## src/rtl/k_fetch_unit.sv

```systemverilog
// k_fetch_unit: single-issue instruction fetch with a ready/valid output stage, halt on HALT_INSN and redirect.
module k_fetch_unit #(
  parameter logic [31:0] RESET_PC  = 32'h0,
  parameter int          PC_W      = 32,
  parameter logic [31:0] HALT_INSN = 32'hFFFF_FFFF
) (
  input  logic        clk,
  input  logic        reset,
  input  logic        start,
  output logic [31:0] address,
  input  logic [31:0] instruction,
  input  logic        redirect_valid,
  input  logic [31:0] redirect_pc,
  output logic        out_valid,
  input  logic        out_ready,
  output logic [31:0] out_insn,
  output logic [31:0] out_pc,
  output logic        busy,
  output logic [31:0] fetch_count
);
  typedef enum logic [1:0] {IDLE, RUN, HALTED} state_t;
  state_t          state;
  logic [PC_W-1:0] pc;
  logic            fetch, xfer, redirect;
  assign address  = 32'(pc);
  assign busy     = state != IDLE;
  assign redirect = redirect_valid && state != IDLE;
  assign xfer     = out_valid && out_ready;
  assign fetch    = state == RUN && !redirect_valid && (!out_valid || out_ready);
  always_ff @(posedge clk) begin
    if (reset) begin
      state       <= IDLE;
      pc          <= RESET_PC[PC_W-1:0];
      out_valid   <= 1'b0;
      out_insn    <= '0;
      out_pc      <= '0;
      fetch_count <= '0;
    end else begin
      // a transfer in a redirect cycle still counts; only the next word is discarded
      if (xfer && fetch_count != '1) fetch_count <= fetch_count + 32'd1;
      if (redirect) begin
        pc        <= redirect_pc[PC_W-1:0];
        out_valid <= 1'b0;
        state     <= RUN;
      end else if (fetch) begin
        out_insn  <= instruction;
        out_pc    <= 32'(pc);
        out_valid <= 1'b1;
        if (instruction == HALT_INSN) state <= HALTED;
        else pc <= pc + PC_W'(1);
      end else if (xfer) begin
        out_valid <= 1'b0;
      end
      if (state == IDLE && start) state <= RUN;
    end
  end
endmodule

```

## config.mk

```make
export PLATFORM = sky130hd
export DESIGN_NAME = k_fetch_unit
export DESIGN_NICKNAME = d
export VERILOG_FILES = /design/src/rtl/k_fetch_unit.sv
export SDC_FILE = /design/constraint.sdc
export NUM_CORES = 1
export LEC_CHECK = 0
export ABC_AREA = 1
export CORE_ASPECT_RATIO = 0.9
export CORE_UTILIZATION = 52
export DETAILED_ROUTE_END_ITERATION = 10
export PLACE_DENSITY = 0.86
export SYNTH_ARGS = -nofsm -noshare
export SYNTH_HDL_FRONTEND = slang
export SYNTH_SLANG_ARGS = --single-unit
```

## constraint.sdc

```tcl
create_clock -name clk -period 2.4 [get_ports clk]
set_input_delay 0.48 -clock clk [delete_from_list [all_inputs] [get_ports clk]]
set_output_delay 0.48 -clock clk [all_outputs]
set_load 0.05 [all_outputs]
```

### Word-level counts from Yosys, hierarchy flattened

Index checks and enable logic that the tools add are counted.

| storage, ports and cells | value |
|---|---|
| flip-flop bits (word level) | 131 |
| input bits | 69 |
| output and inout bits | 130 |
| logic and storage cells | 44 |

| operators by class | value |
|---|---|
| add/subtract/negate cells | 2 |
| equal/unequal tests | 4 |
| mux-type cells | 9 |
| bitwise logic cells | 1 |
| reduce and logical (&&, ||, !) cells | 21 |

Operator list:

| cell | count |
|---|---|
| 2-to-1 mux 32 bit | 3 |
| adder 32 x 1 -> 32 bit (second input constant) | 2 |
| equality test 32 bit (second input constant) | 1 |
| != test 32 bit (second input constant) | 1 |
| AND reduction 2 bit | 4 |
| logical AND 1 bit | 6 |
| 2-to-1 mux 1 bit | 6 |
| nonzero test 2 bit | 3 |
| nonzero test 3 bit | 2 |
| OR reduction 3 bit | 1 |
| equality test 2 x 1 -> 1 bit (second input constant) | 1 |
| logical NOT 1 bit | 2 |
| logical NOT 2 bit | 1 |
| != test 2 bit (second input constant) | 1 |
| OR reduction 2 bit | 1 |
| logical OR 1 bit | 1 |
| NOT 1 bit | 1 |

### Depth between registers and ports, before layout

Gate-level depths: netlist of run 1.

| logic depth | value |
|---|---|
| word-level depth | 6 |
| gate-level depth with buffers | 12 |
| gate-level depth less buffers | 12 |

### Least setup slack after synthesis of run 1

OpenSTA, ideal clock, no wires.

| timing | value |
|---|---|
| kind | reg-to-reg |
| start point | reg fetch_count[1] |
| end point | reg fetch_count[16] |
| library setup time | 0.143 ns |
| data arrival time | 1.852 ns |
| path slack | 0.405 ns |
| stages on the path, launching flop included | 12 |
| period minus slack after synthesis | 1.995 ns |
| cells stage by stage | dfxtp_1 ha_1 inv_1 nor2_4 nand2_4 nor2_8 nand2_4 nand2_8 inv_4 buf_6 nand2_1 a21oi_2 |

| between the ends | value |
|---|---|
| cells in the longest elaborated chain, start to end | 2 |
| elaborated cells between the ends (all ways) | 3 |
| those cells by class | add/sub (1); eq/ne (1); reduce/logical (1) |

RTL lines:

| element | line | RTL |
|---|---|---|
| from (decl) | 19 | `output logic [31:0] fetch_count` |
| from (signal assigned) | 40 | `if (xfer && fetch_count != '1) fetch_count <= fetch_count + 32'd1;` |
| parallel branches: the longest is 2 deep, another holds adder 32 x 1 -> 32 bit | n/a |  |

Parallel ways; which one is timed is not known.
A chain may end at the register's enable or synchronous reset.

### Worst setup path in the final report of run 1

| timing | value |
|---|---|
| start point | reg pc[17] (netlist: address[17]) |
| end point | out address[17] |

RTL lines:

| element | line | RTL |
|---|---|---|
| from (decl) | 23 | `logic [PC_W-1:0] pc;` |
| from (signal assigned) | 33 | `pc <= RESET_PC[PC_W-1:0];` |
| from (signal assigned) | 42 | `pc <= redirect_pc[PC_W-1:0];` |
| from (signal assigned) | 50 | `else pc <= pc + PC_W'(1);` |
| to (decl) | 10 | `output logic [31:0] address,` |

No word-level cell between the ends.

==> metrics.md, run 1 <==
| Metric | Value |
|---|---|
| Worst Path Buf+Inv | `1` |
| Power per cell area | `663.7 nW/um^2` |
| Clk_skew | `~0.0054 ns` |
| CP endpoint kind | `output pin` |
| WL final | `21770 um` |
| Count of different cell masters after synthesis | `35` |
| CTS H-tree lvls | `4` |
| Commonest cells after routing, fill and taps aside | `nand2_1, nor2_1, clkdlybuf4s50_1` |
| Leakage | `0.003725 uW` |
| Commonest non-fill, non-tap cell in the layout | `nand2_1` |
| PnR worst setup slack | `0.1183 ns` |
| TNS Setup | `0 ns` |
| Post-synthesis register bit count | `131` |
| Worst R2R Setup Slack | `0.42 ns` |
| Starting Density | `between 50% and 60%` |
| Vias in the first global route | `about 7100` |
| Crit path required time | `1.92 ns` |
| Fraction of layout cells with a size suffix above 1 | `7.176%` |
| Area leader, netlist | `dfxtp_1` |
| Period utilisation layout | `95.07%` |
| CTS tree | `built` |
| Final Max Tran Viols | `0` |
| GRT overflow | `0` |
| Main synth FF type | `dfxtp_1` |
| Die Width | `roughly 120 um` |
| Synth top area cells | `dfxtp_1, nand2_1, nor2_1, o21ai_0, nand3_1` |
| Vias | `7929` |
| Layout area overhead | `38.71%` |
| Ys Warns | `0` |
| Clk_lat worst skew | `between 0.4 and 0.5 ns` |
| Total CTS buffers | `17` |
| Final Hold Fails | `0` |
| Post-synth ARST share | `0%` |
| Floorplan core area | `roughly 13000 um^2` |
| Global-route wire length before repair | `~35000 um` |
| Path depth of the worst reg2reg path | `10` |
| First DRT Iteration DRCs | `around 960` |
| Die area | `about 14000 um^2` |
| Reg2reg end | `address[18]$_SDFFE_PP0P_` |
| Critical path type | `flop to output pin` |
| Worst Path Max Fanout | `7` |
| Max incr delay on CP | `roughly 0.9 ns` |
| Final setup vio count | `0` |
| Total track usage | `31.43%` |
| Tmin final | `2.282 ns` |
| Hold Path Class | `primary input to flop` |
| Gate Count Post-Synth | `1109` |
| Routability Congestion | `0.9126` |
| Wire length per cell | `14.76 um` |
| Cell count along the critical path | `1` |
| Initial antenna violation count | `1` |
| Routed vias/inst | `5.376` |
| CP Cell Sequence | `clkdlybuf4s50_1` |
| Crit path from | `address[17]$_SDFFE_PP0P_` |
| Final ANT Viol Nets | `0` |
| Die height | `112.0 um` |
| Synthesized area | `6990 um^2` |
| Power, Total | `approximately 6400 uW` |
| Sinks on the clock net | `131` |
| Top Ports | `199` |
| Origin of the critical flop-to-flop path | `address[1]$_SDFFE_PP0P_` |
| Peak VDD IR | `0.0005190 V` |
| Status | `finished, final reports clean` |
| CP startpoint kind | `flop` |
| Worst slew pin tran | `0.5840 ns` |
| Mapped Avg Cell Area | `6.303 um^2` |
| Post-CTS Setup Repair Bufs | `0` |
| Relative slew slack | `between 60 and 70%` |
| Clock buffer depth | `2` |
| Data arrival, critical path | `1.80 ns` |
| Clock transition at path regs | `0.06 ns` |
| Synth top area share | `37.52%` |
| Worst Setup EP | `address[17]` |
| Detailed-router iteration count before antenna repair | `5` |
| DRC viols | `0` |
| Max cap viols | `0` |
| RSZ-0062 raised after global routing | `no` |
| Hold-fix buffers, CTS | `0` |
| Number of synthesized flops with an enable pin | `0` |
| Post-synthesis sequential area ratio | `37.52%` |
| Crit-path slowest cell | `clkdlybuf4s50_1` |
| Worst slack, placed | `0.2094 ns` |
| Fin Hold WS | `0.3641 ns` |
| Highest clock rate | `approximately 440 MHz` |
| Delay-heaviest family, CP | `buffers and inverters` |
| Largest net degree at the start of global routing | `91` |
| PortBufs | `198` |
| Nets | `approximately 1400` |
| Post-DP HPWL | `between 15000 and 20000 um` |
| Root Driver | `clkbuf_16` |
| Mapped Nets | `1180` |
| Post-CTS Resized | `0` |
| Num rows | `39` |
-- cell usage after synthesis (all sizes together) (4+ instances only) --
library cell,count
a21oi,58
buf,18
clkbuf,25
dfxtp,131
inv,57
nand2,360
nand3,43
nand3b,9
nand4,4
nor2,275
nor3,4
o21ai,94
o21bai,9
xnor2,4
xor2,11
-- flip-flops by register name, summed over array words and instances, names as in the netlist --
| signal | cells |
|---|---|
| out_pc | 32 |
| out_valid | 1 |
| out_insn | 32 |
| address | 32 |
| state | 2 |
| fetch_count | 32 |
-- worst min-delay path by stage --
stage	startpoint	end	slack, ns	cells after the start
after CTS	reset	fetch_count[21]$_SDFFE_PP0P_	0.36	4
after detailed placement	out_insn[29]$_SDFFE_PP0P_	out_insn[29]$_SDFFE_PP0P_	0.47	2
after global routing	reset	fetch_count[21]$_SDFFE_PP0P_	0.39	4
final	reset	fetch_count[21]$_SDFFE_PP0P_	0.36	4
after global placement	out_insn[19]$_SDFFE_PP0P_	out_insn[19]$_SDFFE_PP0P_	0.46	2
after floorplan	state[0]$_SDFFE_PP0P_	state[0]$_SDFFE_PP0P_	0.45	2
-- layout make-up --
type                            instances  area (um^2)
Antenna cell                            1        2.502
Clock buffer                           21        460.4
Sequential cell                       131         2623
Multi-Input combinational cell        878         3929
Tap cell                              164        205.2
Clock inverter                         10        108.9
Fill cell                            1026         3186
Inverter                               57        216.5
Timing Repair Buffer                  213         2152
-- cells by family (layout without fill, tap and decap cells) --
group,count (synthesis),in the layout,synth area share (%)
xor gates and xnor gates,15,15,1.879
DFF,131,131,37.52
buffers and inverters,100,301,6.282
other,0,1,0
adders and majority gates,2,2,0.3579
AOI/OAI and AO/OA,164,164,13.26
and+or+nand+nor,697,697,40.70
-- worst min-delay path, cell delays in order --
cell     delay (ns)
buf_2          0.10
inv_2          0.07
nand2_1        0.07
nor2_1         0.03
-- report_power, final --
group	internal, uW	switching, uW	leakage (uW)
Sequential	2310	125	0.00107
Clock	1570	976	0.000278
Combinational	511	943	0.00238
-- stage by stage --
stage	cells	area, um^2	utilization [%]
floorplan	1109	6990	-
global placement	1443	9125	70.83
detailed placement	1443	9125	70.83
global route	1475	9697	75.27
CTS	1474	9694	75.25
finish	1475	9697	75.27
-- routing by layer --
| metal | vias to the layer above | GRT usage (%) | wire (um) | part of all wire, % |
|---|---|---|---|---|
| met5 | - | 0 | 0 | 0 |
| met4 | 0 | 13.25 | 590 | 2.7 |
| met3 | 49 | 6.824 | 1722 | 7.9 |
| met2 | 391 | 49.91 | 9967 | 46 |
| met1 | 3598 | 41.27 | 9492 | 44 |
| li1 | 3891 | - | - | - |
(Power assumes the default switching activity.)
==> run 2: changes to the inputs <==
--- a/config.mk
+++ b/config.mk
@@ -6,10 +6,10 @@
 export NUM_CORES = 1
 export LEC_CHECK = 0
 export ABC_AREA = 1
-export CORE_ASPECT_RATIO = 0.9
 export CORE_UTILIZATION = 52
 export DETAILED_ROUTE_END_ITERATION = 10
-export PLACE_DENSITY = 0.86
+export PLACE_DENSITY = 0.85
+export SLEW_MARGIN = 5
 export SYNTH_ARGS = -nofsm -noshare
 export SYNTH_HDL_FRONTEND = slang
 export SYNTH_SLANG_ARGS = --single-unit
==> run 2 against run 1 <==
Sequential power barely moved; sequential cell count is the same; largest power group unchanged; combinational power about the same; clock-buffer cell count unchanged; sequential share of layout area fell by 0.066 points; non-clock buffer count is 2 higher; highest routed layer unchanged; fmax is 0.25% lower; cell area is 0.25% higher; global-route usage rose by 0.33 points.
==> metrics.md, run 2 (synthesis gave the netlist of run 1 again) <==
| Metric | Value |
|---|---|
| Wire length per cell | `14.37 um` |
| CP Cell Sequence | `clkdlybuf4s50_1` |
| TNS Setup | `0 ns` |
| Vias | `7780` |
| Worst R2R Setup Slack | `0.29 ns` |
| Fin util | `~75%` |
| Global-route wire length before repair | `roughly 35000 um` |
| CTS tree | `built` |
| Hold Path Class | `flop to flop` |
| Relative slew slack | `around 60%` |
| Clock buffer depth | `2` |
| Post-CTS Resized | `0` |
| Final ANT Viol Nets | `0` |
| Layout area overhead | `39.05%` |
| Max cap viols | `0` |
| Cell count along the critical path | `1` |
| Detailed-router iteration count before antenna repair | `6` |
| PortBufs | `slightly below 200` |
| Commonest cells after routing, fill and taps aside | `nand2_1, nor2_1, clkdlybuf4s50_1` |
| First DRT Iteration DRCs | `between 600 and 700` |
| Path depth of the worst reg2reg path | `11` |
| Delay-heaviest family, CP | `buffers and inverters` |
| CP startpoint kind | `flop` |
| Initial antenna violation count | `1` |
| Top Ports | `roughly 200` |
| DRC viols | `0` |
| Clock transition at path regs | `about 0.060 ns` |
| Starting Density | `between 50 and 60%` |
| Commonest non-fill, non-tap cell in the layout | `nand2_1` |
| Die area | `13910 um^2` |
| Final Max Tran Viols | `0` |
| Clk_lat worst skew | `0.43 ns` |
| Worst Path Max Fanout | `7` |
| Peak VDD IR | `0.0004662 V` |
| Max incr delay on CP | `0.89 ns` |
| Total CTS buffers | `17` |
| Nets | `1371` |
| Die Width | `roughly 120 um` |
| Origin of the critical flop-to-flop path | `fetch_count[0]$_SDFFE_PP0P_` |
| Crit path required time | `1.92 ns` |
| Worst Setup EP | `address[27]` |
| Total track usage | `31.76%` |
| Post-DP HPWL | `15180 um` |
| Leakage | `0.003729 uW` |
| GRT overflow | `0` |
| Root Driver | `clkbuf_16` |
| WL final | `about 21000 um` |
| CP endpoint kind | `output pin` |
| Sinks on the clock net | `131` |
| Worst slew pin tran | `0.6007 ns` |
| Fraction of layout cells with a size suffix above 1 | `under 10%` |
| Post-CTS Setup Repair Bufs | `0` |
| Post-DP Area | `9125 um^2` |
| Power per cell area | `671.3 nW/um^2` |
| Final Instance Area | `9721 um^2` |
| Worst Path Buf+Inv | `1` |
| Routability Congestion | `0.9465` |
| Num rows | `41` |
| Vias in the first global route | `~7300` |
| Tmin final | `2.287 ns` |
| Data arrival, critical path | `1.81 ns` |
| RSZ-0062 raised after global routing | `no` |
| Crit-path slowest cell | `clkdlybuf4s50_1` |
| Status | `finished, final reports clean` |
| Critical path type | `flop to output pin` |
| Largest net degree at the start of global routing | `87` |
| Final Hold Fails | `0` |
| Final setup vio count | `0` |
| Clk_skew | `0.01518 ns` |
| Reg2reg end | `fetch_count[2]$_SDFFE_PP0P_` |
| Period utilisation layout | `95.31%` |
| Crit path from | `address[27]$_SDFFE_PP0P_` |
| Hold-fix buffers, CTS | `0` |
| Routed vias/inst | `5.239` |
| Floorplan core area | `between 10000 and 15000 um^2` |
| Highest clock rate | `437.2 MHz` |
| Die height | `117.9 um` |
| CTS H-tree lvls | `4` |
run 2: cell types whose count changed in the layout (fill, tap and decap cells not counted):
cell | before | now
buf_4 | 10 | 14
buf_12 | 5 | 3
bufinv_16 | 2 | 3
clkinv_2 | 5 | 4
clkinv_4 | 1 | 0
clkinvlp_4 | 2 | 3
run 2: worst min-delay path by stage:
stage | cells past startpoint | from | slack [ns] | end
after global routing | 2 | out_insn[6]$_SDFFE_PP0P_ | 0.50 | out_insn[6]$_SDFFE_PP0P_
after detailed placement | 2 | out_insn[6]$_SDFFE_PP0P_ | 0.47 | out_insn[6]$_SDFFE_PP0P_
after CTS | 2 | out_insn[6]$_SDFFE_PP0P_ | 0.48 | out_insn[6]$_SDFFE_PP0P_
final | 2 | out_insn[12]$_SDFFE_PP0P_ | 0.48 | out_insn[12]$_SDFFE_PP0P_
after global placement | 2 | out_insn[12]$_SDFFE_PP0P_ | 0.46 | out_insn[12]$_SDFFE_PP0P_
after floorplan | 2 | state[0]$_SDFFE_PP0P_ | 0.45 | state[0]$_SDFFE_PP0P_
run 2: metrics by stage:
step	setup WS [ns]	cells	power [uW]	hold WS (ns)
floorplan	0.4050	1109	3361	0.4547
global placement	0.2711	1453	3892	0.4610
detailed placement	0.2088	1453	3912	0.4699
CTS	0.1303	1484	6530	0.4821
global route	0.07367	1485	6758	0.4973
finish	0.1125	1485	6525	0.4783
run 2: layout make-up:
| cell class | count | area, um^2 |
|---|---|---|
| Multi-Input combinational cell | 878 | 3929 |
| Fill cell | 1026 | 3156 |
| Sequential cell | 131 | 2623 |
| Timing Repair Buffer | 215 | 2142 |
| Clock buffer | 21 | 460.4 |
| Inverter | 57 | 216.5 |
| Tap cell | 172 | 215.2 |
| Clock inverter | 10 | 132.6 |
| Antenna cell | 1 | 2.502 |
run 2: power breakdown:
| part | internal, uW | switching [uW] | total, uW |
|---|---|---|---|
| Combinational | 507 | 938 | 1440 |
| Clock | 1670 | 972 | 2640 |
| Sequential | 2310 | 123 | 2440 |
| Total | 4490 | 2030 | 6530 |
run 2: per-layer routing:
| metal | routed length (um) | vias to the layer above | track usage (%) |
|---|---|---|---|
| met5 | 0 | - | 0 |
| met4 | 658 | 0 | 13.54 |
| met3 | 1587 | 58 | 7.655 |
| met2 | 9764 | 341 | 50.88 |
| met1 | 9334 | 3484 | 40.54 |
| li1 | - | 3897 | - |
